### config.mk
export PLATFORM = sky130hd
export DESIGN_NAME = ram_fifo_ctrl
export DESIGN_NICKNAME = d
export VERILOG_FILES = /design/src/rtl/ram_rtl_pkg.sv /design/src/rtl/ram_fifo_ptr.sv /design/src/rtl/ram_fifo_ctrl.sv
export SDC_FILE = /design/constraint.sdc
export NUM_CORES = 1
export LEC_CHECK = 0
export ABC_AREA = 1
export CELL_PAD_IN_SITES_DETAIL_PLACEMENT = 1
export CELL_PAD_IN_SITES_GLOBAL_PLACEMENT = 2
export CORE_AREA = 2 2 172 174
export CTS_CLUSTER_DIAMETER = 200
export DETAILED_ROUTE_END_ITERATION = 10
export DIE_AREA = 0 0 174 176
export MAX_ROUTING_LAYER = met4
export PLACE_DENSITY = 0.82
export SLEW_MARGIN = 30
export SYNTH_ARGS = -nofsm -noshare
export SYNTH_HDL_FRONTEND = slang
export SYNTH_SLANG_ARGS = --single-unit
### constraint.sdc
create_clock -name clk -period 3.4 [get_ports clk]
set_clock_uncertainty 0.2 [all_clocks]
set_input_delay 0.68 -clock clk [delete_from_list [all_inputs] [get_ports clk]]
set_output_delay 0.68 -clock clk [all_outputs]
set_load 0.05 [all_outputs]
### src/rtl/ram_rtl_pkg.sv
// Shared constants and types for the ram_4096 FIFO controller slice.
package ram_rtl_pkg;

  localparam int RAM_DATA_WIDTH = 64;
  localparam int RAM_ADDR_WIDTH = 12;
  localparam int RAM_DEPTH      = 4096;

  typedef logic [11:0] ram_addr_t;
  typedef logic [63:0] ram_data_t;

endpackage : ram_rtl_pkg

### src/rtl/ram_fifo_ptr.sv
// Free-running FIFO address pointer: advances by one on each enabled edge and
// wraps from all-ones back to zero through plain binary overflow.
module ram_fifo_ptr
  import ram_rtl_pkg::*;
#(
  parameter int ADDR_WIDTH = RAM_ADDR_WIDTH
) (
  input  logic                  clk,
  input  logic                  reset,
  input  logic                  inc_i,
  output logic [ADDR_WIDTH-1:0] ptr_o
);

  logic [ADDR_WIDTH-1:0] ptr_q;
  logic [ADDR_WIDTH-1:0] ptr_d;

  // Next pointer value: increment when enabled, otherwise hold.
  always_comb begin
    ptr_d = ptr_q;
    if (inc_i) begin
      ptr_d = ptr_q + ADDR_WIDTH'(1);
    end
  end

  // Pointer register with synchronous reset to address zero.
  always_ff @(posedge clk) begin
    if (reset) begin
      ptr_q <= '0;
    end else begin
      ptr_q <= ptr_d;
    end
  end

  assign ptr_o = ptr_q;

endmodule : ram_fifo_ptr

### src/rtl/ram_fifo_ctrl.sv
// FIFO controller in front of the ram_4096 dual-port RAM. Converts a push
// stream and a pop request into RAM write/read strobes, tracks occupancy and
// returns popped words as a one-cycle pop_valid/pop_data beat.
//
// Handshakes: a push is taken on any cycle where push_valid and push_ready are
// both high (push_ready = !full); a pop is taken on any cycle where pop_req is
// high and the queue is not empty, signalled by pop_ack in that same cycle.
// The popped word follows RD_LATENCY+1 cycles later as a single pop_valid
// pulse; there is no back-pressure on the pop return path.
module ram_fifo_ctrl
  import ram_rtl_pkg::*;
#(
  parameter int DATA_WIDTH = RAM_DATA_WIDTH,
  parameter int ADDR_WIDTH = RAM_ADDR_WIDTH,
  parameter int DEPTH      = RAM_DEPTH,
  parameter int RD_LATENCY = 1
) (
  input  logic                  clk,
  input  logic                  reset,
  input  logic                  push_valid,
  input  logic [DATA_WIDTH-1:0] push_data,
  output logic                  push_ready,
  input  logic                  pop_req,
  output logic                  pop_ack,
  output logic                  pop_valid,
  output logic [DATA_WIDTH-1:0] pop_data,
  output logic [ADDR_WIDTH:0]   count,
  output logic                  full,
  output logic                  empty,
  output logic                  write,
  output logic [ADDR_WIDTH-1:0] wr_address,
  output logic [DATA_WIDTH-1:0] data_in,
  output logic                  read,
  output logic [ADDR_WIDTH-1:0] rd_address,
  input  logic [DATA_WIDTH-1:0] data_out
);

  localparam int CNT_W = ADDR_WIDTH + 1;

  logic                  push_acc;
  logic                  pop_acc;
  logic [ADDR_WIDTH-1:0] wr_ptr;
  logic [ADDR_WIDTH-1:0] rd_ptr;

  logic [CNT_W-1:0]      count_q;
  logic [CNT_W-1:0]      count_d;
  logic [RD_LATENCY-1:0] rd_pipe_q;
  logic [RD_LATENCY-1:0] rd_pipe_d;
  logic                  pop_valid_q;
  logic                  pop_valid_d;
  logic [DATA_WIDTH-1:0] pop_data_q;
  logic [DATA_WIDTH-1:0] pop_data_d;

  // Flags come only from the registered count, so they never glitch on pointer wrap.
  assign full  = (count_q == CNT_W'(DEPTH));
  assign empty = (count_q == '0);

  // Accepts are gated by the flags, which is what keeps the count in range and
  // rules out a same-address read/write.
  assign push_acc = push_valid & ~full;
  assign pop_acc  = pop_req & ~empty;

  ram_fifo_ptr #(.ADDR_WIDTH(ADDR_WIDTH)) u_wr_ptr (
    .clk   (clk),
    .reset (reset),
    .inc_i (push_acc),
    .ptr_o (wr_ptr)
  );

  ram_fifo_ptr #(.ADDR_WIDTH(ADDR_WIDTH)) u_rd_ptr (
    .clk   (clk),
    .reset (reset),
    .inc_i (pop_acc),
    .ptr_o (rd_ptr)
  );

  // RAM port drive; addresses and write data are don't-care while the strobe is low.
  assign write      = push_acc;
  assign wr_address = wr_ptr;
  assign data_in    = push_data;
  assign read       = pop_acc;
  assign rd_address = rd_ptr;

  assign push_ready = ~full;
  assign pop_ack    = pop_acc;
  assign count      = count_q;
  assign pop_valid  = pop_valid_q;
  assign pop_data   = pop_data_q;

  // Occupancy: +1 on push only, -1 on pop only, unchanged when both or neither.
  always_comb begin
    count_d = count_q;
    unique case ({push_acc, pop_acc})
      2'b10:   count_d = count_q + CNT_W'(1);
      2'b01:   count_d = count_q - CNT_W'(1);
      default: count_d = count_q;
    endcase
  end

  // Read-return tracking: shift each pop accept along a RD_LATENCY-deep pipe and
  // capture data_out when the accept reaches the last stage.
  always_comb begin
    rd_pipe_d   = RD_LATENCY'({rd_pipe_q, pop_acc});
    pop_valid_d = rd_pipe_q[RD_LATENCY-1];
    pop_data_d  = pop_data_q;
    if (rd_pipe_q[RD_LATENCY-1]) begin
      pop_data_d = data_out;
    end
  end

  // State registers; reset also discards any reads still in flight.
  always_ff @(posedge clk) begin
    if (reset) begin
      count_q     <= '0;
      rd_pipe_q   <= '0;
      pop_valid_q <= 1'b0;
      pop_data_q  <= '0;
    end else begin
      count_q     <= count_d;
      rd_pipe_q   <= rd_pipe_d;
      pop_valid_q <= pop_valid_d;
      pop_data_q  <= pop_data_d;
    end
  end

endmodule : ram_fifo_ctrl

==> results of run 1 <==
worst max path at each step:
| stage | from | to | slack (ps) | cells after the start |
|---|---|---|---|---|
| after floorplan | count[7]$_SDFFE_PP0P_ | count[6]$_SDFFE_PP0P_ | 180 | 18 |
| after global placement | pop_req | count[12]$_SDFFE_PP0P_ | 280 | 15 |
| after detailed placement | pop_req | count[8]$_SDFFE_PP0P_ | 230 | 15 |
| after CTS | count[7]$_SDFFE_PP0P_ | empty | 330 | 6 |
| after global routing | count[5]$_SDFFE_PP0P_ | empty | 240 | 6 |
| final | count[5]$_SDFFE_PP0P_ | empty | 400 | 6 |
power by group:
| group | total, µW | switching (µW) | internal [µW] | leakage [µW] |
|---|---|---|---|---|
| sequential | 1370 | 78.1 | 1300 | 0.000842 |
| clock | 1060 | 540 | 517 | 0.000146 |
| combinational | 1210 | 786 | 422 | 0.00188 |
| total | 3640 | 1400 | 2240 | 0.00286 |
sequential cells by signal (all words and copies together), names as in the netlist:
| register | flops |
|---|---|
| u_wr_ptr.ptr_o | 12 |
| u_rd_ptr.ptr_o | 12 |
| count | 13 |
| pop_valid_d | 1 |
| pop_data | 64 |
| pop_valid | 1 |
area by class of cell:
class	instances	area share
inverters	76	0.0389
flip-flops and latches	103	0.281
well taps	384	0.0655
clock inverters	7	0.00904
multi-input cells	486	0.326
clock buffers	9	0.0307
repair buffers	184	0.248
per-layer routing:
metal | global-route usage | share of wire | up-vias
li1 | - | - | 2510
met1 | 0.136 | 0.47 | 2334
met2 | 0.190 | 0.46 | 136
met3 | 0.0334 | 0.062 | 23
met4 | 0.0301 | 0.015 | 0
met5 | - | 0 | -
synth_stat cells:
cell / count / share of area
nand3_1: 27 / 0.025
a21oi_1: 97 / 0.090
ha_1: 14 / 0.032
a21oi_2: 7 / 0.011
fa_1: 1 / 0.0037
buf_6: 2 / 0.0042
clkinv_1: 1 / 0.00069
nor2_4: 1 / 0.0021
nand4_1: 10 / 0.012
buf_8: 1 / 0.0028
xnor2_1: 9 / 0.015
a211oi_1: 1 / 0.0014
buf_4: 65 / 0.090
a21o_1: 1 / 0.0014
buf_2: 7 / 0.0065
buf_12: 1 / 0.0037
nor2_1: 24 / 0.017
o21ai_0: 3 / 0.0028
and2_1: 1 / 0.0012
inv_2: 4 / 0.0028
xor2_1: 15 / 0.024
nand2_2: 2 / 0.0023
dfxtp_1: 103 / 0.38
inv_1: 71 / 0.049
clkbuf_1: 11 / 0.0076
nand4_2: 1 / 0.0023
nor3_1: 2 / 0.0019
nand2_4: 3 / 0.0063
nor2_2: 1 / 0.0012
nor3_2: 2 / 0.0037
nand2_1: 263 / 0.18
buf_1: 10 / 0.0070
nand4_4: 1 / 0.0039
stage by stage:
| stage | instances | worst slack, ps | util |
|---|---|---|---|
| 6_report | 1249 | 396 | 0.257 |
| 4_1_cts | 1249 | 334 | 0.257 |
| 3_3_place_gp | 1233 | 284 | 0.247 |
| 2_1_floorplan | 762 | 182 | - |
| 5_1_grt | 1249 | 241 | 0.257 |
| 3_5_place_dp | 1233 | 233 | 0.247 |
worst max-delay path, stage by stage (launching register included):
cell	delay, ps
dfxtp_1	360
inv_1	120
nand4_2	130
nor2_4	200
nand2_2	100
inv_1	60
clkdlybuf4s50_1	790
cell families (layout without fill, tap and decap cells):
family                     count (synthesis)  after routing  synth area share
AOI/OAI and AO/OA                        109            109             0.107
buffers and inverters                    173            276             0.175
xor gates and xnor gates                  24             24            0.0389
adders and majority gates                 15             15            0.0362
and+or+nand+nor                          338            338             0.261
DFF                                      103            103             0.382
==> flow_summary.html, run 1 <==
<table>
<tr><th>Metric</th><th>Value</th></tr>
<tr><th colspan="2">Detailed routing</th></tr>
<tr><td>DRC Markers</td><td>0</td></tr>
<tr><td>Antenna-violating nets left</td><td>0</td></tr>
<tr><td>Initial DRT Pass Iterations</td><td>4</td></tr>
<tr><td>First-iteration detailed-routing DRC count</td><td>170</td></tr>
<tr><td>Vias after detailed routing</td><td>5,003</td></tr>
<tr><td>Avg WL per Cell</td><td>between 10 and 15 µm</td></tr>
<tr><td>Mean number of vias per cell</td><td>4.01</td></tr>
<tr><td>Final wirelength</td><td>17,100 µm</td></tr>
<tr><th colspan="2">Yosys</th></tr>
<tr><td>Number of synthesized register bits</td><td>about 100</td></tr>
<tr><td>Sequential fraction of the synthesis area</td><td>0.382</td></tr>
<tr><td>Total nets after synthesis</td><td>approximately 910</td></tr>
<tr><td>Number of instances in the synthesized netlist</td><td>762</td></tr>
<tr><td>Post-Synthesis Mean Instance Area</td><td>roughly 7 µm²</td></tr>
<tr><td>Number of library cell types mapped by synthesis</td><td>33</td></tr>
<tr><td>Number of warning messages in the yosys log</td><td>0</td></tr>
<tr><td>Area of the mapped netlist</td><td>5400 µm²</td></tr>
<tr><th colspan="2">Worst setup path</th></tr>
<tr><td>Worst Setup Start Kind</td><td>register</td></tr>
<tr><td>Arr. time, crit path</td><td>about 2100 ps</td></tr>
<tr><td>Destination of the worst register-to-register timing path</td><td>count[9]$_SDFFE_PP0P_</td></tr>
<tr><td>Critical Setup Path Class</td><td>register to primary output</td></tr>
<tr><td>Crit. End Element</td><td>primary output</td></tr>
<tr><td>Largest fanout on the critical path</td><td>3</td></tr>
<tr><td>Required time reported for the critical path endpoint</td><td>between 2000 and 3000 ps</td></tr>
<tr><td>R2R setup slack</td><td>~540 ps</td></tr>
<tr><td>Worst Reg-to-Reg Cells</td><td>16</td></tr>
<tr><td>RR Startpoint</td><td>count[5]$_SDFFE_PP0P_</td></tr>
<tr><th colspan="2">Finish</th></tr>
<tr><td>Finished Cell Area</td><td>around 7300 µm²</td></tr>
<tr><td>Synthesis-to-layout area growth</td><td>35.9%</td></tr>
<tr><td>Most used cells in the layout excluding fill and tap cells</td><td>263 x nand2_1, 171 x clkdlybuf4s50_1, 102 x dfxtp_1, 97 x a21oi_1, 70 x inv_1</td></tr>
<tr><td>Number of filler instances in the final layout</td><td>about 3,500</td></tr>
<tr><td>Layout cell share with drive strength beyond 1</td><td>0.0613</td></tr>
<tr><td>Leading cell type in the layout, fill and taps excluded</td><td>nand2_1</td></tr>
<tr><td>Register Area</td><td>approximately 2100 µm²</td></tr>
<tr><td>Nets@finish</td><td>roughly 1,000</td></tr>
<tr><td>Number of antenna repair diodes</td><td>0</td></tr>
<tr><td>Area of the multi-input gates</td><td>2390 µm²</td></tr>
<tr><th colspan="2">Placed design</th></tr>
<tr><td>Routability Congestion</td><td>~0.76</td></tr>
<tr><td>Half-perimeter wire length after placement</td><td>between 10,000 and 15,000 µm</td></tr>
<tr><td>DP Area</td><td>7040 µm²</td></tr>
<tr><td>Input/output buffers</td><td>175</td></tr>
<tr><th colspan="2">Die</th></tr>
<tr><td>I/O pin count</td><td>304</td></tr>
<tr><td>Die Area</td><td>about 31,000 µm²</td></tr>
<tr><td>Initial Utilization</td><td>0.189</td></tr>
<tr><td>Placeable core area</td><td>28,500 µm²</td></tr>
<tr><td>Horizontal die dimension</td><td>between 150 and 200 µm</td></tr>
<tr><td>Vertical die dimension</td><td>176 µm</td></tr>
<tr><td>Placement Rows</td><td>62</td></tr>
<tr><th colspan="2">STA</th></tr>
<tr><td>Number of slew-limit violations in the final report</td><td>0</td></tr>
<tr><td>Number of failing hold endpoints at the final stage</td><td>0</td></tr>
<tr><td>Number of failing setup endpoints in the final timing report</td><td>0</td></tr>
<tr><td>Worst Hold Margin</td><td>approximately 260 ps</td></tr>
<tr><td>Achievable frequency</td><td>333 MHz</td></tr>
<tr><td>Setup tns final</td><td>0 ps</td></tr>
<tr><td>Max-slew headroom</td><td>0.517</td></tr>
<tr><td>Worst slew pin tran</td><td>between 700 and 800 ps</td></tr>
<tr><td>Period utilisation layout</td><td>0.884</td></tr>
<tr><td>Setup repair after global routing missed its margin</td><td>false</td></tr>
<tr><td>Min cycle time layout</td><td>3000 ps</td></tr>
<tr><th colspan="2">Clock tree</th></tr>
<tr><td>Setup bufs post-CTS</td><td>0</td></tr>
<tr><td>Clock tree from TritonCTS</td><td>yes</td></tr>
<tr><td>Clock transition at the registers of the reported paths</td><td>90 ps</td></tr>
<tr><td>Number of hold-repair buffers added at the cts stage</td><td>0</td></tr>
<tr><td>CTS buffer count</td><td>9</td></tr>
<tr><td>Clock tree sinks</td><td>103</td></tr>
<tr><td>Worst-Skew Late Latency</td><td>between 300 and 400 ps</td></tr>
<tr><td>Root buffer selected by CTS</td><td>clkbuf_16</td></tr>
<tr><td>Number of H-tree branching levels</td><td>3</td></tr>
<tr><td>Worst-case clock buffer depth</td><td>2</td></tr>
<tr><td>CTS-repair resized insts</td><td>0</td></tr>
<tr><th colspan="2">Global route</th></tr>
<tr><td>Total global routing track utilization</td><td>0.114</td></tr>
<tr><td>Antenna violations before repair</td><td>0</td></tr>
<tr><td>Number of global-route vias before repair</td><td>approximately 5,200</td></tr>
<tr><td>Total gr overflow</td><td>0</td></tr>
<tr><td>Largest net degree at the start of global routing</td><td>67</td></tr>
<tr><td>Wire length of the first global-routing pass</td><td>between 20,000 and 30,000 µm</td></tr>
<tr><th colspan="2">Min path</th></tr>
<tr><td>Hold Crit Endpoint</td><td>pop_data[25]$_SDFFE_PP0P_</td></tr>
<tr><td>Worst Hold Launch</td><td>pop_data[25]$_SDFFE_PP0P_</td></tr>
<tr><td>Hold WC Path Type</td><td>register to register</td></tr>
<tr><td>Worst hold stages</td><td>2</td></tr>
<tr><th colspan="2">Pwr</th></tr>
<tr><td>VDD IR max</td><td>207 µV</td></tr>
<tr><td>Power per cell area</td><td>roughly 500 nW/µm²</td></tr>
<tr><td>Total leakage power</td><td>between 0.002 and 0.003 µW</td></tr>
<tr><td>Sum of internal, switching and leakage power</td><td>about 3600 µW</td></tr>
<tr><th colspan="2">Status</th></tr>
<tr><td>Outcome</td><td>finished clean</td></tr>
<tr><th colspan="2">Flow run</th></tr>
<tr><td>Max Cap Violations</td><td>0</td></tr>
</table>
Note: power is estimated with default switching activity, not from simulation.
==> run 2: changes to the inputs <==
--- a/config.mk
+++ b/config.mk
@@ -8,12 +8,13 @@
 export ABC_AREA = 1
 export CELL_PAD_IN_SITES_DETAIL_PLACEMENT = 1
 export CELL_PAD_IN_SITES_GLOBAL_PLACEMENT = 2
-export CORE_AREA = 2 2 172 174
+export CORE_AREA = 2 2 133 135
 export CTS_CLUSTER_DIAMETER = 200
 export DETAILED_ROUTE_END_ITERATION = 10
-export DIE_AREA = 0 0 174 176
+export DIE_AREA = 0 0 135 137
+export DONT_BUFFER_PORTS = 1
 export MAX_ROUTING_LAYER = met4
-export PLACE_DENSITY = 0.82
+export PLACE_DENSITY = 0.83
 export SLEW_MARGIN = 30
 export SYNTH_ARGS = -nofsm -noshare
 export SYNTH_HDL_FRONTEND = slang
==> run 2 against run 1 <==
  * Power down 7.6%
  * Highest routed layer unchanged
  * Non-clock buffer count down 164
  * Count of clock-buffer cells in the layout unchanged
  * Clock power down 4%
  * Largest power group unchanged
  * Setup slack worse by 8.6 ps
  * Sequential power up 12%
  * Worst hold slack worse by 57 ps
  * Die area down 40%
  * Core utilization up 6.4 points
  * Maximum frequency down 0.29%
  * Critical path type is now register to register
  * Wire length down 18%
==> flow_summary.html, run 2 (synthesized netlist as in run 1, its figures left out) <==
<table>
<tr><th>Metric</th><th>Value</th></tr>
<tr><th colspan="2">Clock tree</th></tr>
<tr><td>Clock transition at the registers of the reported paths</td><td>70 ps (-20 ps)</td></tr>
<tr><td>CTS buffer count</td><td>9 (unchanged)</td></tr>
<tr><td>Worst-Skew Late Latency</td><td>340 ps (about the same)</td></tr>
<tr><td>Number of H-tree branching levels</td><td>3 (unchanged)</td></tr>
<tr><td>Root buffer selected by CTS</td><td>clkbuf_16</td></tr>
<tr><td>Clock tree sinks</td><td>103 (unchanged)</td></tr>
<tr><td>Clock tree from TritonCTS</td><td>yes</td></tr>
<tr><td>Worst-case clock buffer depth</td><td>2 (unchanged)</td></tr>
<tr><th colspan="2">Finish</th></tr>
<tr><td>Number of non-filler instances in the completed layout</td><td>927 (-26%)</td></tr>
<tr><td>Number of filler instances in the final layout</td><td>2,181 (-39%)</td></tr>
<tr><td>Leading cell type in the layout, fill and taps excluded</td><td>nand2_1</td></tr>
<tr><td>Utilization of the core after routing</td><td>0.321 (+0.0637)</td></tr>
<tr><td>Synthesis-to-layout area growth</td><td>1.30%</td></tr>
<tr><td>Layout cell share with drive strength beyond 1</td><td>0.0870 (+0.0257)</td></tr>
<tr><td>Most used cells in the layout excluding fill and tap cells</td><td>263 x nand2_1, 102 x dfxtp_1, 97 x a21oi_1, 70 x inv_1, 27 x nand3_1</td></tr>
<tr><td>Nets@finish</td><td>843 (-16%)</td></tr>
<tr><td>Number of flip-flops in the largest register</td><td>64 (unchanged)</td></tr>
<tr><th colspan="2">Detailed routing</th></tr>
<tr><td>DRC Markers</td><td>0 (unchanged)</td></tr>
<tr><td>First-iteration detailed-routing DRC count</td><td>204 (+20%)</td></tr>
<tr><td>Vias after detailed routing</td><td>4,349 (-13%)</td></tr>
<tr><td>Final wirelength</td><td>14,000 µm (-18%)</td></tr>
<tr><td>Antenna-violating nets left</td><td>0 (unchanged)</td></tr>
<tr><td>Initial DRT Pass Iterations</td><td>6 (+2)</td></tr>
<tr><td>Avg WL per Cell</td><td>15.1 µm (+10%)</td></tr>
<tr><td>Mean number of vias per cell</td><td>4.69 (+17%)</td></tr>
<tr><th colspan="2">Pwr</th></tr>
<tr><td>Power per cell area</td><td>615 nW/µm² (+24%)</td></tr>
<tr><td>Total leakage power</td><td>0.00227 µW (-21%)</td></tr>
<tr><td>VDD IR max</td><td>220 µV (+6.2%)</td></tr>
<tr><th colspan="2">STA</th></tr>
<tr><td>Period utilisation layout</td><td>0.886 (+0.00254)</td></tr>
<tr><td>Setup repair after global routing missed its margin</td><td>false</td></tr>
<tr><td>Number of slew-limit violations in the final report</td><td>0 (unchanged)</td></tr>
<tr><td>Max-slew headroom</td><td>0.519 (+0.00124)</td></tr>
<tr><td>Achievable frequency</td><td>332 MHz (-0.29%)</td></tr>
<tr><td>Number of failing setup endpoints in the final timing report</td><td>0 (unchanged)</td></tr>
<tr><td>Worst slew pin tran</td><td>721 ps (-2.85 ps)</td></tr>
<tr><td>Setup tns final</td><td>0 ps (unchanged)</td></tr>
<tr><td>Min cycle time layout</td><td>3010 ps (+8.64 ps)</td></tr>
<tr><td>Number of failing hold endpoints at the final stage</td><td>0 (unchanged)</td></tr>
<tr><th colspan="2">Global route</th></tr>
<tr><td>Total gr overflow</td><td>0 (unchanged)</td></tr>
<tr><td>Largest net degree at the start of global routing</td><td>104 (+55%)</td></tr>
<tr><td>Number of global-route vias before repair</td><td>4,202 (-20%)</td></tr>
<tr><td>Wire length of the first global-routing pass</td><td>21,700 µm (-20%)</td></tr>
<tr><td>Total global routing track utilization</td><td>0.150 (+0.0360)</td></tr>
<tr><td>Antenna violations before repair</td><td>1 (+1)</td></tr>
<tr><th colspan="2">Placed design</th></tr>
<tr><td>Routability Congestion</td><td>0.815 (+7.3%)</td></tr>
<tr><td>Post-Place Cells</td><td>910 (-26%)</td></tr>
<tr><td>Half-perimeter wire length after placement</td><td>10,100 µm (-18%)</td></tr>
<tr><td>Input/output buffers</td><td>0 (-100%)</td></tr>
<tr><th colspan="2">Worst setup path</th></tr>
<tr><td>Crit. End Element</td><td>register</td></tr>
<tr><td>Critical Setup Path Class</td><td>register to register</td></tr>
<tr><td>Arr. time, crit path</td><td>3060 ps (+940 ps)</td></tr>
<tr><td>Worst Reg-to-Reg Cells</td><td>15 (-1)</td></tr>
<tr><td>Category of cells accounting for the largest share of critical-path delay</td><td>simple AND/OR/NAND/NOR gates</td></tr>
<tr><td>Largest fanout on the critical path</td><td>14 (+11)</td></tr>
<tr><td>Critical path launch point</td><td>count[3]$_SDFFE_PP0P_</td></tr>
<tr><td>Count of buffering cells on the critical path with inverters included</td><td>2 (-1)</td></tr>
<tr><td>Worst Setup Start Kind</td><td>register</td></tr>
<tr><td>Slowest stage cell on the critical path</td><td>ha_2</td></tr>
<tr><td>Most numerous cell on the critical path</td><td>nand2_1</td></tr>
<tr><td>Destination of the worst register-to-register timing path</td><td>count[7]$_SDFFE_PP0P_</td></tr>
<tr><td>RR Startpoint</td><td>count[3]$_SDFFE_PP0P_</td></tr>
<tr><td>Cell-by-cell listing of the critical path</td><td>inv_1 &gt; nand4_4 &gt; nor2_4 &gt; nand2_4 &gt; nand2_4 &gt; ha_2 &gt; ha_1 &gt; nand2_1 &gt; nand3_1 &gt; nand2_1 &gt; nand2_1 &gt; xnor2_1 &gt; nand2_1 &gt; nand2_1 &gt; inv_1</td></tr>
<tr><td>Critical Path Max Stage Delay</td><td>410 ps (-380 ps)</td></tr>
<tr><td>R2R setup slack</td><td>390 ps (-150 ps)</td></tr>
<tr><td>Required time reported for the critical path endpoint</td><td>3450 ps (+930 ps)</td></tr>
<tr><th colspan="2">Die</th></tr>
<tr><td>Placement Rows</td><td>48 (-23%)</td></tr>
<tr><td>Initial Utilization</td><td>0.316 (+0.127)</td></tr>
<tr><td>Horizontal die dimension</td><td>135 µm (-22%)</td></tr>
<tr><td>I/O pin count</td><td>304 (unchanged)</td></tr>
<tr><td>Vertical die dimension</td><td>137 µm (-22%)</td></tr>
<tr><td>Die Area</td><td>18,500 µm² (-40%)</td></tr>
<tr><td>Placeable core area</td><td>17,100 µm² (-40%)</td></tr>
<tr><th colspan="2">Min path</th></tr>
<tr><td>Worst Hold Launch</td><td>reset</td></tr>
<tr><td>Hold Crit Endpoint</td><td>pop_data[37]$_SDFFE_PP0P_</td></tr>
<tr><td>Worst hold stages</td><td>1 (-1)</td></tr>
<tr><td>Hold WC Path Type</td><td>input port to register</td></tr>
<tr><th colspan="2">Status</th></tr>
<tr><td>Outcome</td><td>finished clean</td></tr>
<tr><th colspan="2">Flow run</th></tr>
<tr><td>Max Cap Violations</td><td>0 (unchanged)</td></tr>
</table>
==> run 2: cell type report <==
type	instances	area, µm²	area share
antenna	1	2.50	0.000458
clock buffer	9	225	0.0412
clock inverter	7	63.8	0.0117
inverter	76	288	0.0526
multi-input combinational	486	2390	0.438
sequential	103	2060	0.377
tap	225	282	0.0515
timing repair buffer	20	150	0.0275
==> run 2: how the worst max path moves through the flow <==
| stage | to | slack (ps) | cells after the start |
|---|---|---|---|
| finish | count[7]$_SDFFE_PP0P_ | 390 | 15 |
| global placement | count[7]$_SDFFE_PP0P_ | 250 | 15 |
| detailed placement | count[7]$_SDFFE_PP0P_ | 170 | 15 |
| global route | count[8]$_SDFFE_PP0P_ | 100 | 16 |
| CTS | count[7]$_SDFFE_PP0P_ | 160 | 15 |
| floorplan | count[6]$_SDFFE_PP0P_ | 180 | 18 |
==> run 2: repair_timing <==
item | CTS | global route
setup endpoints to repair | 0 | 8
hold buffers | 0 | 0
setup buffers | 0 | 0
gates resized for setup | 0 | 1
==> run 2: report_power, final <==
part	switching [µW]	total [µW]	internal, µW
registers	237	1530	1300
logic	566	813	247
clock network	502	1020	516
total	1300	3360	2060
==> run 2: layer usage <==
layer / wire length, µm / GRT usage / share of wire / vias to the layer above
li1: - / - / - / 2183
met1: 6130 / 0.178 / 0.44 / 1995
met2: 6410 / 0.239 / 0.46 / 160
met3: 1370 / 0.0556 / 0.097 / 11
met4: 122 / 0.0457 / 0.0087 / 0
met5: 0 / - / 0 / -
==> run 2: worst reg2reg max path: stages, from the launching register on <==
cell     delay [ps]
dfxtp_1         310
inv_1           110
nand4_4         130
nor2_4          160
nand2_4         160
nand2_4         210
ha_2            420
ha_1            370
nand2_1         120
nand3_1         170
nand2_1         100
nand2_1          60
xnor2_1         210
nand2_1          80
nand2_1          70
inv_1            30
==> run 2: stage by stage <==
step           area [µm²]  power (µW)  hold WS (ps)  worst slack [ps]
3_3_place_gp         5170        2380           343               253
5_1_grt              5470        3570           176               103
3_5_place_dp         5170        2390           345               171
4_1_cts              5460        3430           177               164
6_report             5470        3360           204               387
2_1_floorplan        5400        2410           395               182
==> run 3: changes to the inputs <==
--- a/config.mk
+++ b/config.mk
@@ -10,6 +10,7 @@
 export CELL_PAD_IN_SITES_GLOBAL_PLACEMENT = 2
 export CORE_AREA = 2 2 133 135
 export CTS_CLUSTER_DIAMETER = 200
+export CTS_CLUSTER_SIZE = 30
 export DETAILED_ROUTE_END_ITERATION = 10
 export DIE_AREA = 0 0 135 137
 export DONT_BUFFER_PORTS = 1
==> results of run 3 <==
No change in the layout: final DEF, timing and power equal those of run 2.
